## src/rtl/pipeline_hazard_ctrl_if.sv

```systemverilog
// -----------------------------------------------------------------------------
// pipeline_hazard_ctrl_if
// Bundle between the 5-stage pipeline datapath/decode side and the hazard
// sequencer.
//   master : pipeline side. Drives hazard inputs, receives enables/flushes.
//   slave  : hazard sequencer. Receives hazard inputs, drives enables/flushes.
// Signals
//   ID_Rs, ID_Rt, ID_UsesRt, ID_Jump      decode-stage instruction info
//   EX_MemRead, EX_Rt, EX_BranchTaken     execute-stage instruction info
//   MEM_MemReq, MEM_Ready                 data-memory handshake
//   PCWrite, IFID_Write, IFID_Flush,
//   IDEX_Write, IDEX_Flush, EXMEM_Write,
//   MEMWB_Flush, PCSrcSel, MemErr         pipeline-register controls / status
// -----------------------------------------------------------------------------
interface pipeline_hazard_ctrl_if #(
    parameter int REG_AW = 5
);
    logic [REG_AW-1:0] ID_Rs;
    logic [REG_AW-1:0] ID_Rt;
    logic              ID_UsesRt;
    logic              ID_Jump;
    logic              EX_MemRead;
    logic [REG_AW-1:0] EX_Rt;
    logic              EX_BranchTaken;
    logic              MEM_MemReq;
    logic              MEM_Ready;

    logic              PCWrite;
    logic              IFID_Write;
    logic              IFID_Flush;
    logic              IDEX_Write;
    logic              IDEX_Flush;
    logic              EXMEM_Write;
    logic              MEMWB_Flush;
    logic [1:0]        PCSrcSel;
    logic              MemErr;

    modport master (
        output ID_Rs, ID_Rt, ID_UsesRt, ID_Jump,
        output EX_MemRead, EX_Rt, EX_BranchTaken,
        output MEM_MemReq, MEM_Ready,
        input  PCWrite, IFID_Write, IFID_Flush, IDEX_Write, IDEX_Flush,
        input  EXMEM_Write, MEMWB_Flush, PCSrcSel, MemErr
    );

    modport slave (
        input  ID_Rs, ID_Rt, ID_UsesRt, ID_Jump,
        input  EX_MemRead, EX_Rt, EX_BranchTaken,
        input  MEM_MemReq, MEM_Ready,
        output PCWrite, IFID_Write, IFID_Flush, IDEX_Write, IDEX_Flush,
        output EXMEM_Write, MEMWB_Flush, PCSrcSel, MemErr
    );
endinterface

```

## src/rtl/pipeline_hazard_ctrl.sv

```systemverilog
// -----------------------------------------------------------------------------
// pipeline_hazard_ctrl
// Hazard and stall sequencer for a 5-stage MIPS pipeline with forwarding.
// Drives write/flush enables of PC, IF/ID, ID/EX, EX/MEM and MEM/WB for
// load-use stalls, taken-branch / jump flushes and data-memory wait states.
// A memory access stalled for MEM_TIMEOUT cycles halts the pipeline and sets
// the sticky MemErr flag; only Reset_L leaves HALT.
//
// Ports
//   CLK        pipeline clock, rising edge
//   Reset_L    asynchronous active-low reset
//   hzBus      pipeline_hazard_ctrl_if.slave (hazard inputs, enables, MemErr)
//   StallCycles, FlushCount  (only with HAZ_PERF_CNT_EN) saturating counters
//
// Configuration macro
//   HAZ_PERF_CNT_EN : adds StallCycles[15:0] / FlushCount[15:0] counters.
//
// Priority of events, highest first:
//   HALT > mem stall > branch flush > load-use > jump
// Enables/flushes are combinational from state and inputs; state, wait
// counter, MemErr (and perf counters) are registered.
// -----------------------------------------------------------------------------
module pipeline_hazard_ctrl #(
    parameter int REG_AW      = 5,
    parameter int TMO_W       = 8,
    parameter int MEM_TIMEOUT = 200
) (
    input  logic                         CLK,
    input  logic                         Reset_L,
`ifdef HAZ_PERF_CNT_EN
    output logic [15:0]                  StallCycles,
    output logic [15:0]                  FlushCount,
`endif
    pipeline_hazard_ctrl_if.slave        hzBus
);

    typedef enum logic [1:0] {
        RUN      = 2'b00,
        MEM_WAIT = 2'b01,
        HALT     = 2'b10
    } state_e;

    localparam logic [TMO_W-1:0] TMO_LIMIT = TMO_W'(MEM_TIMEOUT);
    localparam logic [TMO_W-1:0] CNT_ZERO  = {TMO_W{1'b0}};
    localparam logic [TMO_W-1:0] CNT_ONE   = {{(TMO_W-1){1'b0}}, 1'b1};

    state_e            state_r;
    state_e            stateNext_s;
    logic [TMO_W-1:0]  waitCnt_r;
    logic [TMO_W-1:0]  waitCntNext_s;
    logic [TMO_W-1:0]  waitCntInc_s;
    logic              memErr_r;
    logic              memErrNext_s;

    logic              memStall_s;
    logic              loadUse_s;
    logic              branch_s;
    logic              jump_s;
    logic              active_s;

    // Raw hazard detection; register $0 is hard-wired zero and never stalls.
    always_comb begin
        memStall_s = hzBus.MEM_MemReq & ~hzBus.MEM_Ready;
        branch_s   = hzBus.EX_BranchTaken;
        jump_s     = hzBus.ID_Jump;
        loadUse_s  = hzBus.EX_MemRead
                   & (hzBus.EX_Rt != {REG_AW{1'b0}})
                   & ((hzBus.ID_Rs == hzBus.EX_Rt)
                      | (hzBus.ID_UsesRt & (hzBus.ID_Rt == hzBus.EX_Rt)));
        active_s   = (state_r == RUN) | (state_r == MEM_WAIT);
        waitCntInc_s = waitCnt_r + CNT_ONE;
    end

    // State, wait counter and sticky error register.
    always_ff @(posedge CLK or negedge Reset_L) begin
        if (!Reset_L) begin
            state_r   <= RUN;
            waitCnt_r <= CNT_ZERO;
            memErr_r  <= 1'b0;
        end else begin
            state_r   <= stateNext_s;
            waitCnt_r <= waitCntNext_s;
            memErr_r  <= memErrNext_s;
        end
    end

    // Next-state logic: count stalled cycles, halt once the limit is reached.
    always_comb begin
        stateNext_s   = state_r;
        waitCntNext_s = waitCnt_r;
        memErrNext_s  = memErr_r;
        case (state_r)
            RUN, MEM_WAIT: begin
                if (memStall_s) begin
                    waitCntNext_s = waitCntInc_s;
                    if (waitCntInc_s >= TMO_LIMIT) begin
                        stateNext_s  = HALT;
                        memErrNext_s = 1'b1;
                    end else begin
                        stateNext_s  = MEM_WAIT;
                    end
                end else begin
                    stateNext_s   = RUN;
                    waitCntNext_s = CNT_ZERO;
                end
            end
            HALT: begin
                stateNext_s = HALT;
            end
            default: begin
                // Corrupted state encoding: freeze the pipeline and flag it.
                stateNext_s  = HALT;
                memErrNext_s = 1'b1;
            end
        endcase
    end

    // Output logic: pipeline-register enables/flushes and PC source select.
    always_comb begin
        hzBus.PCWrite     = 1'b0;
        hzBus.IFID_Write  = 1'b0;
        hzBus.IFID_Flush  = 1'b1;
        hzBus.IDEX_Write  = 1'b0;
        hzBus.IDEX_Flush  = 1'b1;
        hzBus.EXMEM_Write = 1'b0;
        hzBus.MEMWB_Flush = 1'b1;
        hzBus.PCSrcSel    = 2'b00;
        // Reset is applied combinationally too so outputs freeze immediately.
        if (Reset_L && active_s) begin
            hzBus.PCWrite     = 1'b1;
            hzBus.IFID_Write  = 1'b1;
            hzBus.IFID_Flush  = 1'b0;
            hzBus.IDEX_Write  = 1'b1;
            hzBus.IDEX_Flush  = 1'b0;
            hzBus.EXMEM_Write = 1'b1;
            hzBus.MEMWB_Flush = 1'b0;
            if (memStall_s) begin
                // Freeze everything upstream of MEM; bubble into WB.
                hzBus.PCWrite     = 1'b0;
                hzBus.IFID_Write  = 1'b0;
                hzBus.IDEX_Write  = 1'b0;
                hzBus.EXMEM_Write = 1'b0;
                hzBus.MEMWB_Flush = 1'b1;
            end else if (branch_s) begin
                // Squashes any load-use or jump of the wrong-path instruction.
                hzBus.PCSrcSel    = 2'b01;
                hzBus.IFID_Flush  = 1'b1;
                hzBus.IDEX_Flush  = 1'b1;
            end else if (loadUse_s) begin
                hzBus.PCWrite     = 1'b0;
                hzBus.IFID_Write  = 1'b0;
                hzBus.IDEX_Flush  = 1'b1;
            end else if (jump_s) begin
                hzBus.PCSrcSel    = 2'b10;
                hzBus.IFID_Flush  = 1'b1;
            end else begin
                hzBus.PCSrcSel    = 2'b00;
            end
        end else begin
            hzBus.PCSrcSel = 2'b00;
        end
    end

    assign hzBus.MemErr = memErr_r;

`ifdef HAZ_PERF_CNT_EN
    logic        stallEvt_s;
    logic        flushEvt_s;
    logic [15:0] stallCnt_r;
    logic [15:0] flushCnt_r;

    // Events that actually take effect after priority resolution.
    always_comb begin
        stallEvt_s = active_s & (memStall_s | (loadUse_s & ~branch_s));
        flushEvt_s = active_s & ~memStall_s & (branch_s | (jump_s & ~loadUse_s));
    end

    // Saturating performance counters.
    always_ff @(posedge CLK or negedge Reset_L) begin
        if (!Reset_L) begin
            stallCnt_r <= 16'h0000;
            flushCnt_r <= 16'h0000;
        end else begin
            if (stallEvt_s && (stallCnt_r != 16'hFFFF)) begin
                stallCnt_r <= stallCnt_r + 16'h0001;
            end
            if (flushEvt_s && (flushCnt_r != 16'hFFFF)) begin
                flushCnt_r <= flushCnt_r + 16'h0001;
            end
        end
    end

    assign StallCycles = stallCnt_r;
    assign FlushCount  = flushCnt_r;
`endif

endmodule

```

## src/flat_wrapper.sv

```systemverilog
// flat-port wrapper written by rule: the top's interface ports become plain ports
module pipeline_hazard_ctrl_flat 
#(
    parameter int REG_AW      = 5,
    parameter int TMO_W       = 8,
    parameter int MEM_TIMEOUT = 200
)
  (CLK, Reset_L, hzBus_ID_Rs, hzBus_ID_Rt, hzBus_ID_UsesRt, hzBus_ID_Jump, hzBus_EX_MemRead, hzBus_EX_Rt, hzBus_EX_BranchTaken, hzBus_MEM_MemReq, hzBus_MEM_Ready, hzBus_PCWrite, hzBus_IFID_Write, hzBus_IFID_Flush, hzBus_IDEX_Write, hzBus_IDEX_Flush, hzBus_EXMEM_Write, hzBus_MEMWB_Flush, hzBus_PCSrcSel, hzBus_MemErr);
  pipeline_hazard_ctrl_if #(.REG_AW(REG_AW)) hzBus_i ();
  input  logic CLK;
  input  logic Reset_L;
  input wire logic [$bits(hzBus_i.ID_Rs)-1:0] hzBus_ID_Rs;
  input wire logic [$bits(hzBus_i.ID_Rt)-1:0] hzBus_ID_Rt;
  input wire logic [$bits(hzBus_i.ID_UsesRt)-1:0] hzBus_ID_UsesRt;
  input wire logic [$bits(hzBus_i.ID_Jump)-1:0] hzBus_ID_Jump;
  input wire logic [$bits(hzBus_i.EX_MemRead)-1:0] hzBus_EX_MemRead;
  input wire logic [$bits(hzBus_i.EX_Rt)-1:0] hzBus_EX_Rt;
  input wire logic [$bits(hzBus_i.EX_BranchTaken)-1:0] hzBus_EX_BranchTaken;
  input wire logic [$bits(hzBus_i.MEM_MemReq)-1:0] hzBus_MEM_MemReq;
  input wire logic [$bits(hzBus_i.MEM_Ready)-1:0] hzBus_MEM_Ready;
  output wire logic [$bits(hzBus_i.PCWrite)-1:0] hzBus_PCWrite;
  output wire logic [$bits(hzBus_i.IFID_Write)-1:0] hzBus_IFID_Write;
  output wire logic [$bits(hzBus_i.IFID_Flush)-1:0] hzBus_IFID_Flush;
  output wire logic [$bits(hzBus_i.IDEX_Write)-1:0] hzBus_IDEX_Write;
  output wire logic [$bits(hzBus_i.IDEX_Flush)-1:0] hzBus_IDEX_Flush;
  output wire logic [$bits(hzBus_i.EXMEM_Write)-1:0] hzBus_EXMEM_Write;
  output wire logic [$bits(hzBus_i.MEMWB_Flush)-1:0] hzBus_MEMWB_Flush;
  output wire logic [$bits(hzBus_i.PCSrcSel)-1:0] hzBus_PCSrcSel;
  output wire logic [$bits(hzBus_i.MemErr)-1:0] hzBus_MemErr;
  assign hzBus_i.ID_Rs = hzBus_ID_Rs;
  assign hzBus_i.ID_Rt = hzBus_ID_Rt;
  assign hzBus_i.ID_UsesRt = hzBus_ID_UsesRt;
  assign hzBus_i.ID_Jump = hzBus_ID_Jump;
  assign hzBus_i.EX_MemRead = hzBus_EX_MemRead;
  assign hzBus_i.EX_Rt = hzBus_EX_Rt;
  assign hzBus_i.EX_BranchTaken = hzBus_EX_BranchTaken;
  assign hzBus_i.MEM_MemReq = hzBus_MEM_MemReq;
  assign hzBus_i.MEM_Ready = hzBus_MEM_Ready;
  assign hzBus_PCWrite = hzBus_i.PCWrite;
  assign hzBus_IFID_Write = hzBus_i.IFID_Write;
  assign hzBus_IFID_Flush = hzBus_i.IFID_Flush;
  assign hzBus_IDEX_Write = hzBus_i.IDEX_Write;
  assign hzBus_IDEX_Flush = hzBus_i.IDEX_Flush;
  assign hzBus_EXMEM_Write = hzBus_i.EXMEM_Write;
  assign hzBus_MEMWB_Flush = hzBus_i.MEMWB_Flush;
  assign hzBus_PCSrcSel = hzBus_i.PCSrcSel;
  assign hzBus_MemErr = hzBus_i.MemErr;
  pipeline_hazard_ctrl #(.REG_AW(REG_AW), .TMO_W(TMO_W), .MEM_TIMEOUT(MEM_TIMEOUT)) u_core (.CLK(CLK), .Reset_L(Reset_L), .hzBus(hzBus_i));
endmodule
```

## config.mk

```make
export PLATFORM = sky130hd
export DESIGN_NAME = pipeline_hazard_ctrl_flat
export DESIGN_NICKNAME = d
export VERILOG_FILES = /design/src/rtl/pipeline_hazard_ctrl_if.sv /design/src/rtl/pipeline_hazard_ctrl.sv /design/src/flat_wrapper.sv
export SDC_FILE = /design/constraint.sdc
export NUM_CORES = 1
export LEC_CHECK = 0
export ABC_AREA = 1
export BUFFER_PORTS_ARGS = -buffer_cell sky130_fd_sc_hd__buf_2
export CAP_MARGIN = 20
export CELL_PAD_IN_SITES_DETAIL_PLACEMENT = 0
export CELL_PAD_IN_SITES_GLOBAL_PLACEMENT = 2
export CORE_ASPECT_RATIO = 0.5
export CORE_UTILIZATION = 26
export DETAILED_ROUTE_END_ITERATION = 8
export GPL_TIMING_DRIVEN = 0
export HOLD_SLACK_MARGIN = 0.02
export PLACE_DENSITY_LB_ADDON = 0.1
export REMOVE_ABC_BUFFERS = 1
export SYNTH_ARGS = -nofsm -noshare
export SYNTH_HDL_FRONTEND = slang
export SYNTH_SLANG_ARGS = --single-unit
```

## constraint.sdc

```tcl
create_clock -name CLK -period 2.75 [get_ports CLK]
set_input_delay 0.275 -clock CLK [delete_from_list [all_inputs] [get_ports CLK]]
set_output_delay 0.275 -clock CLK [all_outputs]
set_load 0.01 [all_outputs]
```

; ---- Yosys cells after proc, flatten, opt, wreduce, memory -nomap -nowiden
; Index checks and enable logic that the tools add are counted.
[classes]
n_mux = 29
n_eq_ne = 6
n_shift = 0
magnitude_cmp = 1
div = 0
addsub = 1
bitwise_logic = 8
mul = 0
n_reduce_logical = 5
[op_table]
columns = cell, count
row1 = $mux W1, 19
row2 = $mux W2, 8
row3 = $eq A5 B5 Y1, 2
row4 = $add A8 B1 Y8 const B, 1
row5 = $ge A8 B8 Y1 const B, 1
row6 = $mux W8, 1
row7 = $reduce_bool A5 Y1, 1
row8 = $and A1 B1 Y1, 4
row9 = $ne A2 B1 Y1 const B, 2
row10 = $reduce_and A3 Y1, 1
row11 = $eq A2 B1 Y1 const B, 1
row12 = $eq A2 B2 Y1 const B, 1
row13 = $logic_not A2 Y1, 1
row14 = $not A1 Y1, 2
row15 = $or A1 B1 Y1, 2
row16 = $pmux W1 S2, 1
row17 = $reduce_or A2 Y1, 1
row18 = $logic_and A1 B1 Y1, 1
[totals]
elab_cells = 53
ramBits = 0
reg_bits = 11
n_memories = 0
out_inout_bits = 10
latchBits = 0
romBits = 0

; ---- Logic depth before layout (Yosys ltp)
[logic_depth]
depth_word = 8
depth_mapped = 12

; ---- Worst setup path after synthesis
; Ideal clock, no wire load.
[synth_path]
path_kind = reg2out
startpoint = register u_core.state_r[1]
endpoint = output hzBus_PCWrite
path_slack_ns = 1.306
required_ns = 2.475
path_stages_with_launch = 7
arrival_ns = 1.169
cell_sequence = dfrtp_1 > inv_2 > nand2_1 > nor2_2 > nand2_1 > inv_1 > buf_4
[synth_via]
elab_chain_len = 4
[synth_rtl]
columns = element, line_no
row1 = from (decl), pipeline_hazard_ctrl.sv:47  ; state_e state_r;
row2 = from (signal assigned), pipeline_hazard_ctrl.sv:81  ; state_r <= stateNext_s;
row3 = $eq A2 B1 Y1 / $logic_not A2 Y1 (equally long branches), pipeline_hazard_ctrl.sv:70  ; active_s = (state_r == RUN) | (state_r == MEM_WAIT);
row4 = $or A1 B1 Y1 (*), pipeline_hazard_ctrl.sv:70
row5 = $logic_and A1 B1 Y1 (*), pipeline_hazard_ctrl.sv:129  ; if (Reset_L && active_s) begin
row6 = $mux W1 (*), --
row7 = to (decl), flat_wrapper.sv:21  ; output wire logic [$bits(hzBus_i.PCWrite)-1:0] hzBus_PCWrite;
; Every way passes the cells marked *; elsewhere a longest branch is shown, timed or not.

; ---- Worst setup path in the final report
[layout_path]
startpoint = input Reset_L
endpoint = output hzBus_PCSrcSel[1]
[layout_via]
elab_chain_len = 2
[layout_rtl]
columns = element, line_no
row1 = from (decl), flat_wrapper.sv:11  ; input logic Reset_L;
row2 = $logic_and A1 B1 Y1, pipeline_hazard_ctrl.sv:129
row3 = $mux W2, pipeline_hazard_ctrl.sv:129
row4 = to (decl), flat_wrapper.sv:28  ; output wire logic [$bits(hzBus_i.PCSrcSel)-1:0] hzBus_PCSrcSel;
; No other way between the ends.

==> qor.txt <==
I/O Buffers: 32
Crit end category: output port
First-pass GRT wire length: 3.68 mm
Clock tree buffer depth: 2
Mux cell area share after synthesis: 0
Flop and latch count out of synthesis: 11
Unrepaired setup endpoints after global routing: no
Chip width: 86.6 um
RR Endpoint: u_core.hzBus.MemErr
Ys flop type: dfrtp_1
Antenna cells: 0
Period utilization: 0.734
GR Overflow Total: 0
H-tree depth reported by CTS: 1
Total Neg Setup Slack: 0 ns
Final instance area: 0.00119 mm2
Worst path required time: 2.48 ns
P per Cell Area: 318 mW/mm2
Yosys cell types: 21
CP Max Fanout: 12
Post-Syn Area: 930 um2
Fill count: 359
CP Data Arrival Time: 1.74 ns
Area post-placement: 0.00113 mm2
Wire per inst: 8.66 um
HPWL after DPL: 1.67 mm
Final setup margin: 0.731 ns
Simple-Gate Fraction of Synth Area: 0.436
IO Count: 33
Status: finished, final reports clean
TritonCTS Buffers: 3
Die height: 44.3 um
Post-route ant nets: 0
Initial Util: 0.290
YS warnings: 0
Initial antenna violation count: 0
Die footprint: 0.00383 mm2
Via count: 918
CTS root buf: clkbuf_8
Post-CTS setup repair buffer count: 0
Peak supply drop: 0.0937 mV
Slew margin rel.: 0.818
Endpoints failing hold: 0
Post-synth top area share: 0.296
Drt pass-1 iters: 2
Slew Limit Fails: 0
Vias in the first global route: 893
Layout area overhead: 28.0%
# rows: 14
CTS tree: built
Total Wirelength: 2.04 mm
Final setup viols: 0
Synth area leader: dfrtp_1
Worst skew pair latency: 0.24 ns
Worst Max-Slew Pin Slew: 0.273 ns
Clk sinks: 11
Clock Skews: 0.00185 ns
Worst min path class: input port to register
CP startpoint kind: input port
Layout cells sized above 1: 0.316
Drt first-iter violations: 27
Top post-synthesis cells by area: dfrtp_1 (30%), nand2_1 (20%), inv_1 (11%)
Core area: 0.00321 mm2
Cell count after synthesis: 152
Most frequent cell after synthesis: nand2_1
Clk slew on worst S/H paths: 0.05 ns
Max Fclk: 495 MHz
Complex-gate fraction of the synthesized area: 0.0781
GRT Util Overall: 0.127
DRC viols: 0
CP Launch Point: Reset_L
Routed vias/inst: 3.91
Synth Area in XOR/XNOR: 0.00942
Largest net degree at the start of global routing: 13
Post-synth ARST share: 1.00
RD Place Congestion: 0.681
Post-synth EDFFs: 0
Post-place setup slack: 1.18 ns
Worst reg-to-reg path cell count: 12
Adder-cell area share of the yosys netlist: 0.0269
R2R Path Start: u_core.waitCnt_r[0]
Lkg Pwr: 0.000716 uW
Period minus WS final: 2.02 ns
Largest family of logic cells by synthesized area: simple AND/OR/NAND/NOR gates
Nets@finish: 213
R2R Setup Slk: 1.27 ns
Proportion of synthesized chip area in sequential cells: 0.296
Crit path kind: input port to output port
Avg Inst Size Synth: 6.12 um2
Synth cell count leaders: nand2_1 (50), inv_1 (27), nor2_1 (13)
Max Cap Viol: 0
CP endpoint: hzBus_PCSrcSel[1]
worst min-delay path by stage:
stage                     from                   to  depth (start not counted)
2_1_floorplan          Reset_L  u_core.hzBus.MemErr                          0
3_3_place_gp           Reset_L  u_core.waitCnt_r[0]                          1
3_5_place_dp           Reset_L  u_core.waitCnt_r[0]                          1
4_1_cts        hzBus_MEM_Ready    u_core.state_r[0]                          4
5_1_grt        hzBus_MEM_Ready    u_core.state_r[0]                          4
6_report       hzBus_MEM_Ready    u_core.state_r[0]                          4
where the power goes:
group,internal (uW),switching (uW)
Combinational,23.4,29.4
Sequential,162,0
Clock,102,61.2
Total,287,90.5
sequential cells by signal, indices dropped and copies added, names as in the netlist:
signal and cells:
u_core.hzBus.MemErr 1, u_core.waitCnt_r 8, u_core.state_r 2
routing by layer:
metal | global-route usage | routed length, um
met1 | 0.161 | 1030
met2 | 0.205 | 904
met3 | 0.0280 | 64
met4 | 0.0700 | 37
met5 | 0 | 0
through the flow:
| step | cells | total power, uW | utilization | hold WS [ns] |
|---|---|---|---|---|
| finish | 235 | 378 | 0.371 | 0.396 |
| global route | 235 | 406 | 0.371 | 0.437 |
| CTS | 235 | 381 | 0.371 | 0.409 |
| detailed placement | 230 | 218 | 0.354 | 0.173 |
| global placement | 230 | 218 | 0.354 | 0.170 |
| floorplan | 150 | 190 | - | -0.0206 |
layout by cell type, fill, tap and decap left out, drive strengths merged:
cell / instances
ha: 2
nor2: 19
buf: 32
xnor2: 1
a21oi: 1
o21ai: 4
nand2: 62
a211oi: 1
dlygate4sd3: 1
a22o: 1
nand4: 1
nor3: 1
clkbuf: 4
inv: 33
nand3: 7
o22ai: 5
dfrtp: 11
clkinv: 1
repair_timing:
item,in CTS,in global routing
hold buffers,1,0
setup endpoints to repair,0,0
hold endpoints to repair,11,0
gates resized for setup,0,0
cells by family after synthesis:
kind of cell	Yosys count
AO/OA/AOI/OAI	12
adder cells (fa/ha/maj)	2
XOR/XNOR	1
buffers and inverters	36
flip-flops	11
AND/OR/NAND/NOR	90
cell type report:
| type | instances | area (um2) | share of cell area |
|---|---|---|---|
| inverter | 34 | 128 | 0.107 |
| tap | 48 | 60.1 | 0.0505 |
| timing repair buffer | 33 | 170 | 0.143 |
| sequential | 11 | 275 | 0.231 |
| multi-input combinational | 105 | 512 | 0.430 |
| clock buffer | 4 | 45.0 | 0.0379 |
critical path, stage by stage:
cell	delay [ns]
dlygate4sd3_1	0.52
buf_2	0.27
nand2_1	0.13
nor2_2	0.21
nand2_1	0.07
nor2_1	0.12
buf_2	0.14
(Power assumes the default switching activity.)
